===== config.mk =====
export PLATFORM = sky130hd
export DESIGN_NAME = propose_move_controller
export DESIGN_NICKNAME = d
export VERILOG_FILES = /design/src/rtl/propose_move_controller.sv
export SDC_FILE = /design/constraint.sdc
export NUM_CORES = 1
export LEC_CHECK = 0
export CORE_MARGIN = 1
export CORE_UTILIZATION = 40
export CTS_BUF_LIST = sky130_fd_sc_hd__clkbuf_16
export CTS_CLUSTER_DIAMETER = 100
export CTS_CLUSTER_SIZE = 40
export DETAILED_ROUTE_END_ITERATION = 10
export GPL_TIMING_DRIVEN = 0
export PLACE_DENSITY = 0.74
export SLEW_MARGIN = 20
export SYNTH_ARGS = -nofsm -noshare
export SYNTH_HDL_FRONTEND = slang
export SYNTH_SLANG_ARGS = --single-unit

===== constraint.sdc =====
create_clock -name in_clk -period 2.79 [get_ports in_clk]
set_input_delay 0.558 -clock in_clk [delete_from_list [all_inputs] [get_ports in_clk]]
set_output_delay 0.558 -clock in_clk [all_outputs]
set_load 0.01 [all_outputs]

===== src/rtl/propose_move_controller.sv =====
// Sequencer for one corner-point proposal: loads clause coefficients into
// clause slots, fires the per-clause reduce enables and captures the result.
module propose_move_controller #(
    parameter int MAXIMUM_BIT_WIDTH_OF_COEFFICIENT    = 8,
    parameter int MAXIMUM_BIT_WIDTH_OF_VARIABLE_INDEX = 2,
    parameter int MAX_BIT_WIDTH_OF_CLAUSES_INDEX      = 3,
    parameter int PROPOSE_LATENCY                     = 2
) (
    input  logic                                                                  in_clk,
    input  logic                                                                  in_reset,
    input  logic                                                                  in_load_valid,
    input  logic [(2**MAXIMUM_BIT_WIDTH_OF_VARIABLE_INDEX+1)*MAXIMUM_BIT_WIDTH_OF_COEFFICIENT-1:0] in_load_coefficients,
    output logic                                                                  out_load_ready,
    input  logic                                                                  in_clear_clauses,
    input  logic                                                                  in_start,
    input  logic [MAXIMUM_BIT_WIDTH_OF_VARIABLE_INDEX-1:0]                        in_variable_index,
    output logic [(2**MAXIMUM_BIT_WIDTH_OF_VARIABLE_INDEX+1)*MAXIMUM_BIT_WIDTH_OF_COEFFICIENT-1:0] out_clause_coefficients,
    output logic [MAX_BIT_WIDTH_OF_CLAUSES_INDEX-1:0]                             out_clause_index,
    output logic                                                                  out_clause_write,
    output logic [2**MAX_BIT_WIDTH_OF_CLAUSES_INDEX-1:0]                          out_reduce_enable,
    output logic [MAXIMUM_BIT_WIDTH_OF_VARIABLE_INDEX-1:0]                        out_variable_index,
    input  logic signed [MAXIMUM_BIT_WIDTH_OF_COEFFICIENT-1:0]                    in_new_assignment,
    output logic signed [MAXIMUM_BIT_WIDTH_OF_COEFFICIENT-1:0]                    out_new_value,
    output logic                                                                  out_done,
    output logic                                                                  out_error,
    output logic                                                                  out_busy,
    output logic [MAX_BIT_WIDTH_OF_CLAUSES_INDEX:0]                               out_num_clauses
);

    localparam int W  = MAXIMUM_BIT_WIDTH_OF_COEFFICIENT;
    localparam int V  = MAXIMUM_BIT_WIDTH_OF_VARIABLE_INDEX;
    localparam int C  = MAX_BIT_WIDTH_OF_CLAUSES_INDEX;
    localparam int N  = 2 ** V;
    localparam int K  = 2 ** C;
    localparam int CW = (N + 1) * W;

    localparam logic [C:0] K_COUNT = (C + 1)'(K);
    localparam logic [3:0] LAT     = 4'(PROPOSE_LATENCY);

    typedef enum logic [1:0] {
        S_IDLE,
        S_ISSUE,
        S_WAIT,
        S_DONE
    } state_t;

    state_t       state;
    logic [C-1:0] wr_ptr;
    logic [3:0]   wait_cnt;

    // Only the first `count` clause slots hold valid clauses.
    function automatic logic [K-1:0] enable_mask(input logic [C:0] count);
        logic [K-1:0] mask;
        mask = '0;
        for (int i = 0; i < K; i++) begin
            mask[i] = ((C + 1)'(i) < count);
        end
        return mask;
    endfunction

    assign out_load_ready = (state == S_IDLE) && !in_clear_clauses && !in_start &&
                            (out_num_clauses < K_COUNT);

    always_ff @(posedge in_clk) begin
        if (in_reset) begin
            state                   <= S_IDLE;
            wr_ptr                  <= '0;
            wait_cnt                <= '0;
            out_num_clauses         <= '0;
            out_clause_write        <= 1'b0;
            out_reduce_enable       <= '0;
            out_done                <= 1'b0;
            out_error               <= 1'b0;
            out_busy                <= 1'b0;
            out_new_value           <= '0;
            out_clause_index        <= '0;
            out_clause_coefficients <= '0;
            out_variable_index      <= '0;
        end else begin
            out_clause_write  <= 1'b0;
            out_done          <= 1'b0;
            out_error         <= 1'b0;
            out_reduce_enable <= '0;

            case (state)
                S_IDLE: begin
                    if (in_clear_clauses) begin
                        wr_ptr          <= '0;
                        out_num_clauses <= '0;
                    end else if (in_start) begin
                        if (out_num_clauses == '0) begin
                            out_done  <= 1'b1;
                            out_error <= 1'b1;
                        end else begin
                            out_variable_index <= in_variable_index;
                            out_reduce_enable  <= enable_mask(out_num_clauses);
                            out_busy           <= 1'b1;
                            state              <= S_ISSUE;
                        end
                    end else if (in_load_valid && out_load_ready) begin
                        out_clause_coefficients <= in_load_coefficients;
                        out_clause_index        <= wr_ptr;
                        out_clause_write        <= 1'b1;
                        wr_ptr                  <= wr_ptr + C'(1);
                        out_num_clauses         <= out_num_clauses + (C + 1)'(1);
                    end
                end
                S_ISSUE: begin
                    wait_cnt <= LAT;
                    state    <= S_WAIT;
                end
                S_WAIT: begin
                    // Last wait cycle is the one where the datapath result is valid.
                    if (wait_cnt <= 4'd1) begin
                        out_new_value <= in_new_assignment;
                        out_done      <= 1'b1;
                        state         <= S_DONE;
                    end else begin
                        wait_cnt <= wait_cnt - 4'd1;
                    end
                end
                S_DONE: begin
                    out_busy <= 1'b0;
                    state    <= S_IDLE;
                end
                default: begin
                    out_busy <= 1'b0;
                    state    <= S_IDLE;
                end
            endcase
        end
    end

    logic unused_width;
    assign unused_width = ^{CW[0]};

endmodule


# ---- After elaboration in Yosys (flattened, before gate mapping)
# Index checks and enable logic that the tools add are counted.
dict set report word_totals {
  ff_bits 78
  inputBits 55
  out_inout_bits 70
  elab_cells 83
}
dict set report op_classes {
  add_sub_neg 3
  order_cmp 10
  n_eq_ne 9
  mux 23
  bitwise 4
  n_reduce_logical 21
}
# cell count
set op_table {}
lappend op_table {{$lt 3x4->1 const A} 4}
lappend op_table {{$mux 4} 4}
lappend op_table {{$reduce_and 4->1} 4}
lappend op_table {{$ne 2x2->1 const B} 6}
lappend op_table {{$mux 3} 3}
lappend op_table {{$lt 1x4->1 const A} 2}
lappend op_table {{$lt 2x4->1 const A} 2}
lappend op_table {{$mux 1} 8}
lappend op_table {{$mux 2} 4}
lappend op_table {{$pmux 2 s4} 1}
lappend op_table {{$pmux 4 s2} 1}
lappend op_table {{$reduce_bool 2->1} 3}
lappend op_table {{$reduce_or 5->1} 1}
lappend op_table {{$add 4x1->4 const B} 1}
lappend op_table {{$eq 2x2->1 const B} 2}
lappend op_table {{$le 4x1->1 const B} 1}
lappend op_table {{$logic_and 1x1->1} 4}
lappend op_table {{$logic_not 4->1} 1}
lappend op_table {{$lt 4x4->1 const B} 1}
lappend op_table {{$not 1->1} 4}
lappend op_table {{$pmux 1 s2} 2}
lappend op_table {{$reduce_and 2->1} 2}
lappend op_table {{$reduce_or 4->1} 1}
lappend op_table {{$sub 4x1->4 const B} 1}
lappend op_table {{other kinds (6)} 7}

# ---- Longest topological paths before layout
dict set report logic_depth {
  depth_word 8
  ltp_mapped 8
  depth_no_buf 6
}

# ---- Worst setup path after synthesis
# OpenSTA, ideal clock, no wires.
dict set report synth_timing {
  kind {flip-flop to flip-flop}
  startpoint {reg state[0]}
  endpoint {reg out_clause_index[0]}
  setup_time_ns 0.071
  arrival_ns 1.570
  t_required_ns 2.719
  setup_slack_ns 1.149
  stages_incl_launch_ff 9
  n_path_buf 2
  period_less_slack_ns 1.641
  cell_sequence {dfxtp_1 inv_1 ha_1 nor4b_4 and2_4 buf_12 buf_12 nand2_2 a21oi_2}
}
dict set report synth_via {
  elab_chain_cells 6
}
# element line_no
set synth_lines {}
lappend synth_lines {{start, declared} 47} ;# state_t state;
lappend synth_lines {{start signal, assigned} 66} ;# state <= S_IDLE;
lappend synth_lines {{start signal, assigned} 98} ;# state <= S_ISSUE;
lappend synth_lines {{start signal, assigned} 110} ;# state <= S_WAIT;
lappend synth_lines {{$logic_not 2->1} 61} ;# assign out_load_ready = (state == S_IDLE) && !in_clear_clauses && !in_start &&
lappend synth_lines {{$logic_and 1x1->1 (3 in a row)} 61}
lappend synth_lines {{named net out_load_ready} 13} ;# output logic out_load_ready,
lappend synth_lines {{$logic_and 1x1->1} 100} ;# end else if (in_load_valid && out_load_ready) begin
lappend synth_lines {{$reduce_and 4->1 (no source line)} --}
lappend synth_lines {{end signal, assigned} 102} ;# out_clause_index <= wr_ptr;
lappend synth_lines {{end, declared} 18} ;# output logic [MAX_BIT_WIDTH_OF_CLAUSES_INDEX-1:0] out_clause_index,
# The timed path passes the listed nets, and every way through them passes these cells.
# A chain may end at the register's enable or synchronous reset.

# ---- Worst setup path after layout
dict set report layout_timing {
  startpoint {in in_clear_clauses}
  endpoint {out out_load_ready}
}
dict set report layout_via {
  elab_chain_cells 4
}
# element line_no
set layout_lines {}
lappend layout_lines {{start, declared} 14} ;# input logic in_clear_clauses,
lappend layout_lines {{$logic_not 1->1} 61}
lappend layout_lines {{$logic_and 1x1->1 (3 in a row)} 61}
lappend layout_lines {{end, declared} 13}
# Every way passes these cells.

==> impl_metrics.json <==
{
  "clock-skew-final_ns": 0.00464,
  "final_antenna_net_count": 0,
  "post-synth-top-area-cell": "sky130_fd_sc_hd__dfxtp_1",
  "min_period_over_period_pct": 95.1,
  "design.die.area_um2": 8370,
  "ios": 125,
  "timing.critical_path.to_type": "output pin",
  "maxSlewViolCount": 0,
  "grt_first_pass_wirelength_um": 13000,
  "routed_wire_length_per_instance_um": 13.3,
  "pwr_density_cell_nw_per_um2": 629,
  "timing_hold_violations_final": 0,
  "clkTransAtPathRegs_ns": 0.06,
  "worst_pin_slew_ns": 0.701,
  "starting_drc_count_in_detailed_routing": 100,
  "synth.lib_cells_used.distinct": 34,
  "place.gp.congestion": 0.827,
  "finalSetupViolCount": 0,
  "yosys_warning_total": 0,
  "die_width_um": 91.5,
  "cp-start-kind": "input port",
  "fmaxAchievable_mhz": 377,
  "synthMostInstantiatedCell": "sky130_fd_sc_hd__nand2_1",
  "fin_cells": 594,
  "cts_hold_buf": 0,
  "cts_buffers": 9,
  "synthDominantCellAreaShare_pct": 48.8,
  "antenna_found_initial": 0,
  "synth_enable_flop_cells": 0,
  "routing_usage_on_met1_pct": 22.8,
  "gr-usage-met2_pct": 33.8,
  "num-fill-cells": 664,
  "postSynthNetCount": 418,
  "start_util_pct": 41.5,
  "grt_usage_pct": 19.6,
  "timing_worst_setup_path_type": "in2out",
  "syn_inst": 353,
  "netlist_area_um2": 3200,
  "detailedPlacementHpwl_um": 5700,
  "dieHeight_um": 91.5,
  "place.detailed.instances": 578,
  "layout-area-overhead-vs-synth_pct": 52.2,
  "holdCritPathClass": "reg2reg",
  "drt-total-wl_um": 7900,
  "floorplan.core_area_um2": 7730,
  "timing.critical_path.required_ns": 2.23,
  "first_global_vias": 2775,
  "buffer_ports.inserted": 123,
  "cts.repair.resized": 0,
  "run_status": "finished clean",
  "finalNetCount": 552,
  "seq_area_frac_synth_pct": 48.7,
  "placed_area_um2": 4560,
  "num_rows": 32,
  "cellLeakagePower_nw": 1.66,
  "gr-usage-met3_pct": 5.03,
  "clockRootBuffer": "sky130_fd_sc_hd__clkbuf_16",
  "postLayoutCoreUtil_pct": 63.1,
  "synth-main-ff-cell": "sky130_fd_sc_hd__dfxtp_1",
  "tritoncts_clock_tree": "yes",
  "max_slew_margin_pct": 53.3,
  "antenna_diode_count": 0,
  "longest_clk_path_bufs": 2,
  "gr-max-usage-layer": "met2",
  "drc_errors": 0,
  "data_arrival_time_at_the_worst_slack_endpoint_ns": 2.10,
  "grt_setup_unrepaired": "no",
  "fin_area_um2": 4880,
  "synth.ff_latch_count": 78,
  "vias_per_cell": 4.82,
  "cts.htree.levels": 3,
  "synth_top_cells_by_area": "sky130_fd_sc_hd__dfxtp_1 49%, sky130_fd_sc_hd__a21oi_2 11%, sky130_fd_sc_hd__nand2_1 9.5%",
  "maximum_number_of_pins_on_one_net_before_global_route_repair": 14,
  "syn_avg_cell_area_um2": 9.07,
  "hold_ws_ns": 0.452,
  "timing.final.crit_period_ns": 2.65,
  "ir_worst_vdd_v": 0.000382,
  "synth_commonest_cells": "81 x sky130_fd_sc_hd__nand2_1, 78 x sky130_fd_sc_hd__dfxtp_1, 40 x sky130_fd_sc_hd__a21oi_2",
  "clkLatencyLatePin_ns": 0.32,
  "routed-via-count": 2863,
  "crit_path_max_fanout": 9,
  "postCtsSetupBuffers": 0,
  "post_synth_arst_share_pct": 0,
  "setup_tns_after_final_layout_ns": 0,
  "global_route.overflow_total": 0,
  "detail_route.first_pass.iterations": 4,
  "cap_violations": 0,
  "cts.sink_count": 78,
  "layout-drive-gt1-share_pct": 17.9
}
[per-layer routing]
layer / share of wire [%] / vias up
li1: - / 1441
met1: 44 / 1331
met2: 48 / 80
met3: 5.9 / 11
met4: 1.4 / 0
met5: 0 / -
[report_power, final]
part           switching, mW  internal (mW)  leakage [nW]
clock network          0.438          0.776         0.150
logic                  0.325          0.303         0.876
registers             0.0425           1.18         0.632
total                  0.806           2.26          1.66
[critical path: stages]
cell                              delay, ns
sky130_fd_sc_hd__clkdlybuf4s50_1       0.57
sky130_fd_sc_hd__nor4b_4               0.35
sky130_fd_sc_hd__clkdlybuf4s50_1       0.61
[path summary, 6_finish.rpt]
check,startpoint,endpoint,slack (ns),cells past startpoint
setup / recovery,in_clear_clauses,out_load_ready,0.14,3
hold / removal,out_new_value[7],out_new_value[7],0.45,2
setup reg to reg,state[1],out_clause_coefficients[30],0.82,7
hold reg to reg,out_new_value[7],out_new_value[7],0.45,2
[cell usage in the layout (no fill, tap or decap), types with 2 or more instances in the layout]
cell type / n
sky130_fd_sc_hd__clkdlybuf4s50_1: 123
sky130_fd_sc_hd__nand2_1: 81
sky130_fd_sc_hd__dfxtp_1: 78
sky130_fd_sc_hd__a21oi_2: 40
sky130_fd_sc_hd__a21oi_1: 23
sky130_fd_sc_hd__nor2_1: 23
sky130_fd_sc_hd__nand2_2: 21
sky130_fd_sc_hd__clkbuf_1: 12
sky130_fd_sc_hd__ha_1: 10
sky130_fd_sc_hd__inv_1: 9
sky130_fd_sc_hd__clkbuf_16: 9
sky130_fd_sc_hd__nand3_1: 8
sky130_fd_sc_hd__o21ai_0: 6
sky130_fd_sc_hd__mux2i_1: 4
sky130_fd_sc_hd__buf_6: 3
sky130_fd_sc_hd__buf_2: 3
sky130_fd_sc_hd__nand3b_1: 3
sky130_fd_sc_hd__buf_12: 3
sky130_fd_sc_hd__nor3_1: 3
sky130_fd_sc_hd__nand2b_1: 3
sky130_fd_sc_hd__nor3b_1: 2
sky130_fd_sc_hd__nand4b_1: 2
sky130_fd_sc_hd__a211oi_1: 2
sky130_fd_sc_hd__o21a_1: 2
sky130_fd_sc_hd__bufinv_16: 2
sky130_fd_sc_hd__clkinv_1: 2
[through the flow]
step | power, mW | setup slack (ns)
4_1_cts | 3.10 | 0.146
3_3_place_gp | 1.86 | 0.158
6_report | 3.07 | 0.136
3_5_place_dp | 1.87 | 0.159
2_1_floorplan | 1.60 | 1.15
5_1_grt | 3.21 | 0.0821
[sequential cells by signal, summed over array words and instances, names as in the netlist]
signal / count
wr_ptr: 3
out_done: 1
state: 2
out_clause_index: 3
out_clause_write: 1
out_variable_index: 2
out_reduce_enable: 8
out_new_value: 8
out_error: 1
wait_cnt: 4
out_busy: 1
out_clause_coefficients: 40
out_num_clauses: 4
[cells by family (layout without fill, tap and decap cells)]
logic type	count (synthesis)	after routing	synth area share [%]
adder cells (fa/ha/maj)	10	10	3.91
flip-flops	78	78	48.8
multiplexers	4	4	1.25
AND/OR/NAND/NOR	150	150	21.8
buffers and inverters	31	170	5.98
AO/OA/AOI/OAI	80	80	18.4
[layout make-up]
class                   count  area, um2  share of cell area (%)
plain buffers              22        158                    3.23
clock buffers               9        225                    4.62
clock inverters             7       88.8                    1.82
inverters                   9       33.8                   0.693
multi-input cells         244       1450                    29.7
flip-flops and latches     78       1560                    32.0
well taps                 102        128                    2.62
repair buffers            123       1230                    25.3
(Power assumes the default switching activity.)
